[config.mk]
export PLATFORM = sky130hd
export DESIGN_NAME = digit_tile_writer_flat
export DESIGN_NICKNAME = d
export VERILOG_FILES = /design/src/rtl/video_pkg.sv /design/src/rtl/digit_tile_writer_if.sv /design/src/rtl/block_addr_gen.sv /design/src/rtl/digit_tile_writer.sv /design/src/flat_wrapper.sv
export SDC_FILE = /design/constraint.sdc
export NUM_CORES = 1
export LEC_CHECK = 0
export CORE_UTILIZATION = 30
export DETAILED_ROUTE_END_ITERATION = 12
export PLACE_DENSITY_LB_ADDON = 0.25
export SKIP_LAST_GASP = 1
export SYNTH_ARGS = -nofsm -noshare
export SYNTH_HDL_FRONTEND = slang
export SYNTH_HIERARCHICAL = 1
export SYNTH_SLANG_ARGS = --single-unit
[constraint.sdc]
create_clock -name clk -period 9.95 [get_ports clk]
set_input_delay 1.4925 -clock clk [delete_from_list [all_inputs] [get_ports clk]]
set_output_delay 1.4925 -clock clk [all_outputs]
set_load 0.01 [all_outputs]
[src/rtl/video_pkg.sv]
// Shared video-path constants and types used by the digit tile writer,
// the frame-buffer unit and the HDMI encoder.
package video_pkg;

    localparam int IMG_DIM  = 28;
    localparam int SCALE    = 10;
    localparam int FB_WIDTH = 720;
    localparam int ADDR_W   = 19;
    localparam int ORIGIN_L = 72040;   // row 100, col 40
    localparam int ORIGIN_R = 72400;   // row 100, col 400

    localparam logic [3:0] WE_RGB = 4'b0111;

    typedef enum logic {
        IDLE  = 1'b0,
        WRITE = 1'b1
    } tile_state_t;

endpackage

[src/rtl/digit_tile_writer_if.sv]
// Pixel-stream handshake and frame-buffer write port of the digit tile writer.
// pix_valid/pix_ready: a pixel transfers on a rising clk edge where both are high;
// pix_ready depends only on writer state, and pix_data is sampled only on that edge.
interface digit_tile_writer_if import video_pkg::*; #(
    parameter int AW = 19
);
    logic           pix_valid;
    logic [7:0]     pix_data;
    logic           pix_ready;
    logic           restart;
    logic [3:0]     we;
    logic [AW-1:0]  addr_w;
    logic [31:0]    data_in;
    logic           side;
    logic           digit_done;
    tile_state_t    state_dbg;

    modport master (
        output pix_valid, pix_data, restart,
        input  pix_ready, we, addr_w, data_in, side, digit_done, state_dbg
    );

    modport slave (
        input  pix_valid, pix_data, restart,
        output pix_ready, we, addr_w, data_in, side, digit_done, state_dbg
    );

endinterface

[src/rtl/block_addr_gen.sv]
// Walks one SCALE x SCALE screen block row-major, keeping the frame-buffer
// address incrementally so no multiply sits in the per-write path.
module block_addr_gen #(
    parameter int SCALE    = video_pkg::SCALE,
    parameter int FB_WIDTH = video_pkg::FB_WIDTH,
    parameter int ADDR_W   = video_pkg::ADDR_W
) (
    input  logic              clk,
    input  logic              rst_n,
    input  logic              clear_i,
    input  logic              load_i,
    input  logic              step_i,
    input  logic [ADDR_W-1:0] origin_i,
    output logic [ADDR_W-1:0] addr_o,
    output logic              last_o
);

    localparam int CW = $clog2(SCALE);
    localparam logic [CW-1:0]     C_MAX    = CW'(SCALE - 1);
    localparam logic [ADDR_W-1:0] ROW_STEP = ADDR_W'(FB_WIDTH - (SCALE - 1));

    logic [CW-1:0]     r_q;
    logic [CW-1:0]     c_q;
    logic [ADDR_W-1:0] addr_q;

    always_ff @(posedge clk or negedge rst_n) begin
        if (!rst_n) begin
            r_q    <= '0;
            c_q    <= '0;
            addr_q <= '0;
        end else if (clear_i) begin
            r_q <= '0;
            c_q <= '0;
        end else if (load_i) begin
            r_q    <= '0;
            c_q    <= '0;
            addr_q <= origin_i;
        end else if (step_i) begin
            if (c_q != C_MAX) begin
                c_q    <= c_q + 1'b1;
                addr_q <= addr_q + ADDR_W'(1);
            end else begin
                // End of a block row: jump back to column 0 of the next screen row.
                c_q    <= '0;
                r_q    <= (r_q == C_MAX) ? '0 : r_q + 1'b1;
                addr_q <= addr_q + ROW_STEP;
            end
        end
    end

    assign addr_o = addr_q;
    assign last_o = (r_q == C_MAX) && (c_q == C_MAX);

endmodule

[src/rtl/digit_tile_writer.sv]
// Turns a 28x28 grayscale digit stream into 10x-upscaled tiles in the frame
// buffer, alternating between a left and a right display slot per digit.
module digit_tile_writer #(
    parameter int IMG_DIM  = video_pkg::IMG_DIM,
    parameter int SCALE    = video_pkg::SCALE,
    parameter int FB_WIDTH = video_pkg::FB_WIDTH,
    parameter int ADDR_W   = video_pkg::ADDR_W,
    parameter int ORIGIN_L = video_pkg::ORIGIN_L,
    parameter int ORIGIN_R = video_pkg::ORIGIN_R
) (
    input  logic               clk,
    input  logic               rst_n,
    digit_tile_writer_if.slave bus
);

    import video_pkg::*;

    localparam int PW = $clog2(IMG_DIM);
    localparam logic [PW-1:0] P_MAX = PW'(IMG_DIM - 1);

    tile_state_t       state_q;
    logic [PW-1:0]     brow_q;
    logic [PW-1:0]     bcol_q;
    logic              side_q;
    logic              done_q;
    logic [3:0]        we_q;
    logic [31:0]       data_q;

    logic              accept;
    logic              step;
    logic              last;
    logic [ADDR_W-1:0] origin;
    logic [ADDR_W-1:0] block_base;
    logic [ADDR_W-1:0] addr;

    assign accept = (state_q == IDLE)  && bus.pix_valid && !bus.restart;
    assign step   = (state_q == WRITE) && !bus.restart;

    // Multiply only once per pixel, at load; the burst itself is incremental.
    assign origin     = side_q ? ADDR_W'(ORIGIN_R) : ADDR_W'(ORIGIN_L);
    assign block_base = origin
                      + ADDR_W'(brow_q) * ADDR_W'(SCALE * FB_WIDTH)
                      + ADDR_W'(bcol_q) * ADDR_W'(SCALE);

    block_addr_gen #(
        .SCALE    (SCALE),
        .FB_WIDTH (FB_WIDTH),
        .ADDR_W   (ADDR_W)
    ) u_addr_gen (
        .clk      (clk),
        .rst_n    (rst_n),
        .clear_i  (bus.restart),
        .load_i   (accept),
        .step_i   (step),
        .origin_i (block_base),
        .addr_o   (addr),
        .last_o   (last)
    );

    always_ff @(posedge clk or negedge rst_n) begin
        if (!rst_n) begin
            state_q <= IDLE;
            brow_q  <= '0;
            bcol_q  <= '0;
            side_q  <= 1'b0;
            done_q  <= 1'b0;
            we_q    <= '0;
            data_q  <= '0;
        end else begin
            done_q <= 1'b0;
            if (bus.restart) begin
                // Abort the digit but stay on the same slot.
                state_q <= IDLE;
                we_q    <= '0;
                brow_q  <= '0;
                bcol_q  <= '0;
            end else begin
                case (state_q)
                    IDLE: begin
                        if (bus.pix_valid) begin
                            data_q  <= {8'h00, bus.pix_data, bus.pix_data, bus.pix_data};
                            we_q    <= WE_RGB;
                            state_q <= WRITE;
                        end
                    end
                    WRITE: begin
                        if (last) begin
                            state_q <= IDLE;
                            we_q    <= '0;
                            if (bcol_q == P_MAX) begin
                                bcol_q <= '0;
                                if (brow_q == P_MAX) begin
                                    brow_q <= '0;
                                    side_q <= ~side_q;
                                    done_q <= 1'b1;
                                end else begin
                                    brow_q <= brow_q + 1'b1;
                                end
                            end else begin
                                bcol_q <= bcol_q + 1'b1;
                            end
                        end
                    end
                    default: state_q <= IDLE;
                endcase
            end
        end
    end

    assign bus.pix_ready  = (state_q == IDLE);
    assign bus.we         = we_q;
    assign bus.addr_w     = addr;
    assign bus.data_in    = data_q;
    assign bus.side       = side_q;
    assign bus.digit_done = done_q;
    assign bus.state_dbg  = state_q;

endmodule
[src/flat_wrapper.sv]
// flat-port wrapper written by rule: the top's interface ports become plain ports
module digit_tile_writer_flat import video_pkg::*;
#(
    parameter int IMG_DIM  = video_pkg::IMG_DIM,
    parameter int SCALE    = video_pkg::SCALE,
    parameter int FB_WIDTH = video_pkg::FB_WIDTH,
    parameter int ADDR_W   = video_pkg::ADDR_W,
    parameter int ORIGIN_L = video_pkg::ORIGIN_L,
    parameter int ORIGIN_R = video_pkg::ORIGIN_R
)
  (clk, rst_n, bus_pix_valid, bus_pix_data, bus_restart, bus_pix_ready, bus_we, bus_addr_w, bus_data_in, bus_side, bus_digit_done, bus_state_dbg);
  digit_tile_writer_if bus_i ();
  input  logic clk;
  input  logic rst_n;
  input wire logic [$bits(bus_i.pix_valid)-1:0] bus_pix_valid;
  input wire logic [$bits(bus_i.pix_data)-1:0] bus_pix_data;
  input wire logic [$bits(bus_i.restart)-1:0] bus_restart;
  output wire logic [$bits(bus_i.pix_ready)-1:0] bus_pix_ready;
  output wire logic [$bits(bus_i.we)-1:0] bus_we;
  output wire logic [$bits(bus_i.addr_w)-1:0] bus_addr_w;
  output wire logic [$bits(bus_i.data_in)-1:0] bus_data_in;
  output wire logic [$bits(bus_i.side)-1:0] bus_side;
  output wire logic [$bits(bus_i.digit_done)-1:0] bus_digit_done;
  output wire logic [$bits(bus_i.state_dbg)-1:0] bus_state_dbg;
  assign bus_i.pix_valid = bus_pix_valid;
  assign bus_i.pix_data = bus_pix_data;
  assign bus_i.restart = bus_restart;
  assign bus_pix_ready = bus_i.pix_ready;
  assign bus_we = bus_i.we;
  assign bus_addr_w = bus_i.addr_w;
  assign bus_data_in = bus_i.data_in;
  assign bus_side = bus_i.side;
  assign bus_digit_done = bus_i.digit_done;
  assign bus_state_dbg = bus_i.state_dbg;
  digit_tile_writer #(.IMG_DIM(IMG_DIM), .SCALE(SCALE), .FB_WIDTH(FB_WIDTH), .ADDR_W(ADDR_W), .ORIGIN_L(ORIGIN_L), .ORIGIN_R(ORIGIN_R)) u_core (.clk(clk), .rst_n(rst_n), .bus(bus_i));
endmodule
==> results.txt <==
The number of nets in the final layout came out at 587. Setup violations remaining at the end of the flow were counted as 0. Of the cells placed in the final design, the portion with a size suffix greater than 1 is under 10%. The count of buffer and inverter cells on the critical path is 4. The synthesized netlist cell count came out at 486. In the synthesized netlist the dominant register cell turns out to be dfrtp_1.

The worst flop-to-flop path startpoint is u_core/bcol_q[1]. The maximum buffer depth of the clock tree is 2. The vertical die dimension came out at 122 µm.

The most common cell in the synthesized netlist is dfrtp_1. The via density per instance is 5.07. Across the run, the number of max-cap violations was 0. The synthesized cell area is between 4000 and 5000 µm². The root buffer cell chosen for the clock tree is clkbuf_16. TritonCTS built the clock tree. For hold timing, the worst endpoint is u_core/u_addr_gen/r_q[3]. The post-placement cell count is 693. The number of cells on the worst reg-to-reg path is 16.

The utilization of the core after routing came out at 36.3%. The slowest cell on the critical path is nor2_1. Traced cell by cell, the critical path runs through clkdlybuf4s50_1 -> buf_4 -> nor3b_2 -> buf_4 -> inv_1 -> nor2_1 -> a311oi_1 -> a311oi_2. The initial antenna violation count is 0. At the worst endpoint, the required time is 10170 ps. The worst slew slack as a fraction of its limit came out at 44.4%. A synthesized cell averages 8.89 µm².

The library cell occupying the most area in the post-synthesis netlist is dfrtp_1. The post-detailed-routing wire length is 10.3 mm. Among cell families on the critical path, the largest total delay comes from simple AND/OR/NAND/NOR gates.

The maximum net fanout on the critical path came out at 34. Sorting the synthesized cells by how often they occur yields 49 x dfrtp_1, 47 x ha_1, 37 x nor2_1. The number of different library cells used by synthesis comes to 72. The period utilization came out at 41.7%. The proportion of synthesized chip area in sequential cells is approximately 28%. The kind of critical path is in -> reg. In this run the core area contains 43 standard-cell rows. STA classifies the critical path endpoint as a flop. The hold buffer count at CTS came out at 0. Global routing consumed, over all layers together, between 10% and 20% of the routing resources. The remaining design rule violation count came out at 0. Ranked by total cell area, the synthesized netlist is headed by dfrtp_1 28%, ha_1 14%, buf_4 4.9%. The final non-filler cell total is 701. The total power density per cell area is about 120 nW/µm².

The via count of the first global-routing pass came to 3414. The maximum VDD drop is roughly 0.063 mV. The cell count of the worst hold path is 1. Compared with the post-synthesis result, the final layout area differs by 17.6%. The startpoint identified for the worst hold timing path is u_core/u_addr_gen/r_q[3].

The H-tree depth came out at 2. Buffers placed on the I/O ports in this run total about 60. The number of detailed-route iterations in the first pass came out at 4. The routed length per placed instance came out at 14.7 µm. The top cell type's share of synthesized area is around 28%. The global-route wire length before repair came out at 16.9 mm.

The I/O pin count came out at ~70. The arrival time at the worst endpoint is 4370 ps. The antenna cell count is 0. The flow ran to the end, and the final reports show no timing, DRC or antenna violations. The post-cts repair resize count came out at 0. In this run the remaining antenna-violating nets after routing total 0. The maximum clock rate came out at approximately 240 MHz. The sum of net half-perimeters after detailed placement is 7.75 mm. The number of flops mapped to enable cells by yosys came out at 0. The endpoint identified for the worst register-to-register timing path is u_core/u_addr_gen/addr_o[18]. The area inside the core boundary came out at 14000 µm².

The clock-pin slew reported for the worst setup and hold paths after clock tree synthesis came out at 70 ps. The setup TNS came out at 0 ps. The maximum single-stage delay on the critical path is 660 ps. For this design the static power due to leakage is 0.00224 µW. The setup skew after layout came out at ~9 ps.

The die covers roughly 15000 µm². The fraction of registers with async set or reset after synthesis came out at 100%. At the later pin of the worst-skew pair, clock insertion delay measures ~300 ps. After the first detailed-routing iteration, the DRC count stood at ~180. The number of buffers added by the clock tree synthesis step came out at 5. The overflow left after global routing came out at 0. In this run, synthesis produced a sequential element count of 49. The transition at the pin with the smallest max-transition slack came out at 831 ps. The synthesis warning total is 6. The final hold violation count is 0. The final weighted congestion in routability-driven placement came out at 0.796. The category of the worst setup path launch point is an input pin. The buffer count from post-CTS setup fixing is 0. Setup repair after global routing left no endpoint under its margin. The min-delay analysis places its worst path in the category reg -> reg.

The effective utilization at floorplan came out at 30.9%. Entering global routing, the biggest net connects 50 pins. The shortest period the worst path allows is 4150 ps. The count of pins over their slew limit is 0.

The most common cell type on the critical path is buf_4. The detailed-route via count is 3552. The register-to-register path setup slack is 6010 ps. For this design, the sink count on the clock tree is between 40 and 50. The die is 122 µm wide.
[layout make-up]
cell class	count	area, µm²
Clock buffer	6	129
Clock inverter	2	38.8
Fill cell	1431	8910
Inverter	35	131
Multi-Input combinational cell	364	2700
Sequential cell	49	1230
Tap cell	180	225
Timing Repair Buffer	65	636
[kinds of logic after synthesis]
logic type,synth area share (%)
multiplexers,2.55
AO/OA/AOI/OAI,20.6
AND/OR/NAND/NOR,16.7
flip-flops,28.4
buffers and inverters,10.2
adder cells (fa/ha/maj),17.3
other,0.0867
XOR/XNOR,4.25
[worst max-delay path by stage]
stage,cells after the start,from,endpoint
floorplan,14,u_core/bcol_q[2],u_core/u_addr_gen/addr_o[15]
global placement,8,bus_restart,u_core/u_addr_gen/addr_o[13]
detailed placement,8,bus_restart,u_core/u_addr_gen/addr_o[14]
CTS,8,bus_restart,u_core/u_addr_gen/addr_o[14]
global route,8,bus_restart,u_core/u_addr_gen/addr_o[14]
finish,8,bus_restart,u_core/u_addr_gen/addr_o[14]
[flip-flops by register name, indices dropped and copies added (netlist names)]
signal	cells
u_core/bus.digit_done	1
u_core/bus.side	1
u_core/u_addr_gen/r_q	4
u_core/u_addr_gen/c_q	4
u_core/u_addr_gen/addr_o	19
u_core/bcol_q	5
u_core/bus.data_in	8
u_core/brow_q	5
u_core/bus.we	1
u_core/bus.state_dbg	1
[per-stage QoR]
step / power [µW] / area, µm² / worst slack, ps / hold WS [ps]
2_1_floorplan: 338 / 4360 / 6340 / 447
3_3_place_gp: 400 / 4910 / 5590 / 470
3_5_place_dp: 401 / 4910 / 5410 / 484
4_1_cts: 606 / 5080 / 5770 / 496
5_1_grt: 629 / 5080 / 5500 / 535
6_report: 599 / 5080 / 5800 / 499
[placed cells by master, fill, tap and decap left out, drive strengths merged, types with 8 or more instances in the layout]
cell           instances
clkdlybuf4s50         60
dfrtp                 49
ha                    47
nor2                  37
inv                   34
nand2                 33
a21oi                 32
o21ai                 30
nand3                 18
xnor2                 12
nor3                  12
a21o                  11
conb                  10
xor2                   9
mux2                   8
fa                     8
[per-layer routing]
layer  vias to the layer above  GRT usage [%]  share of wire (%)
met5                         -              0                  0
met4                         0           5.63                2.0
met3                        15           2.15                3.2
met2                        65           24.2                 48
met1                      1709           18.5                 47
li1                       1763              -                  -
[report_power, final]
part	internal [µW]	switching, µW
clock	119	83.6
combinational	85.3	65.8
sequential	217	27.5
total	422	177
(Power assumes the default switching activity.)
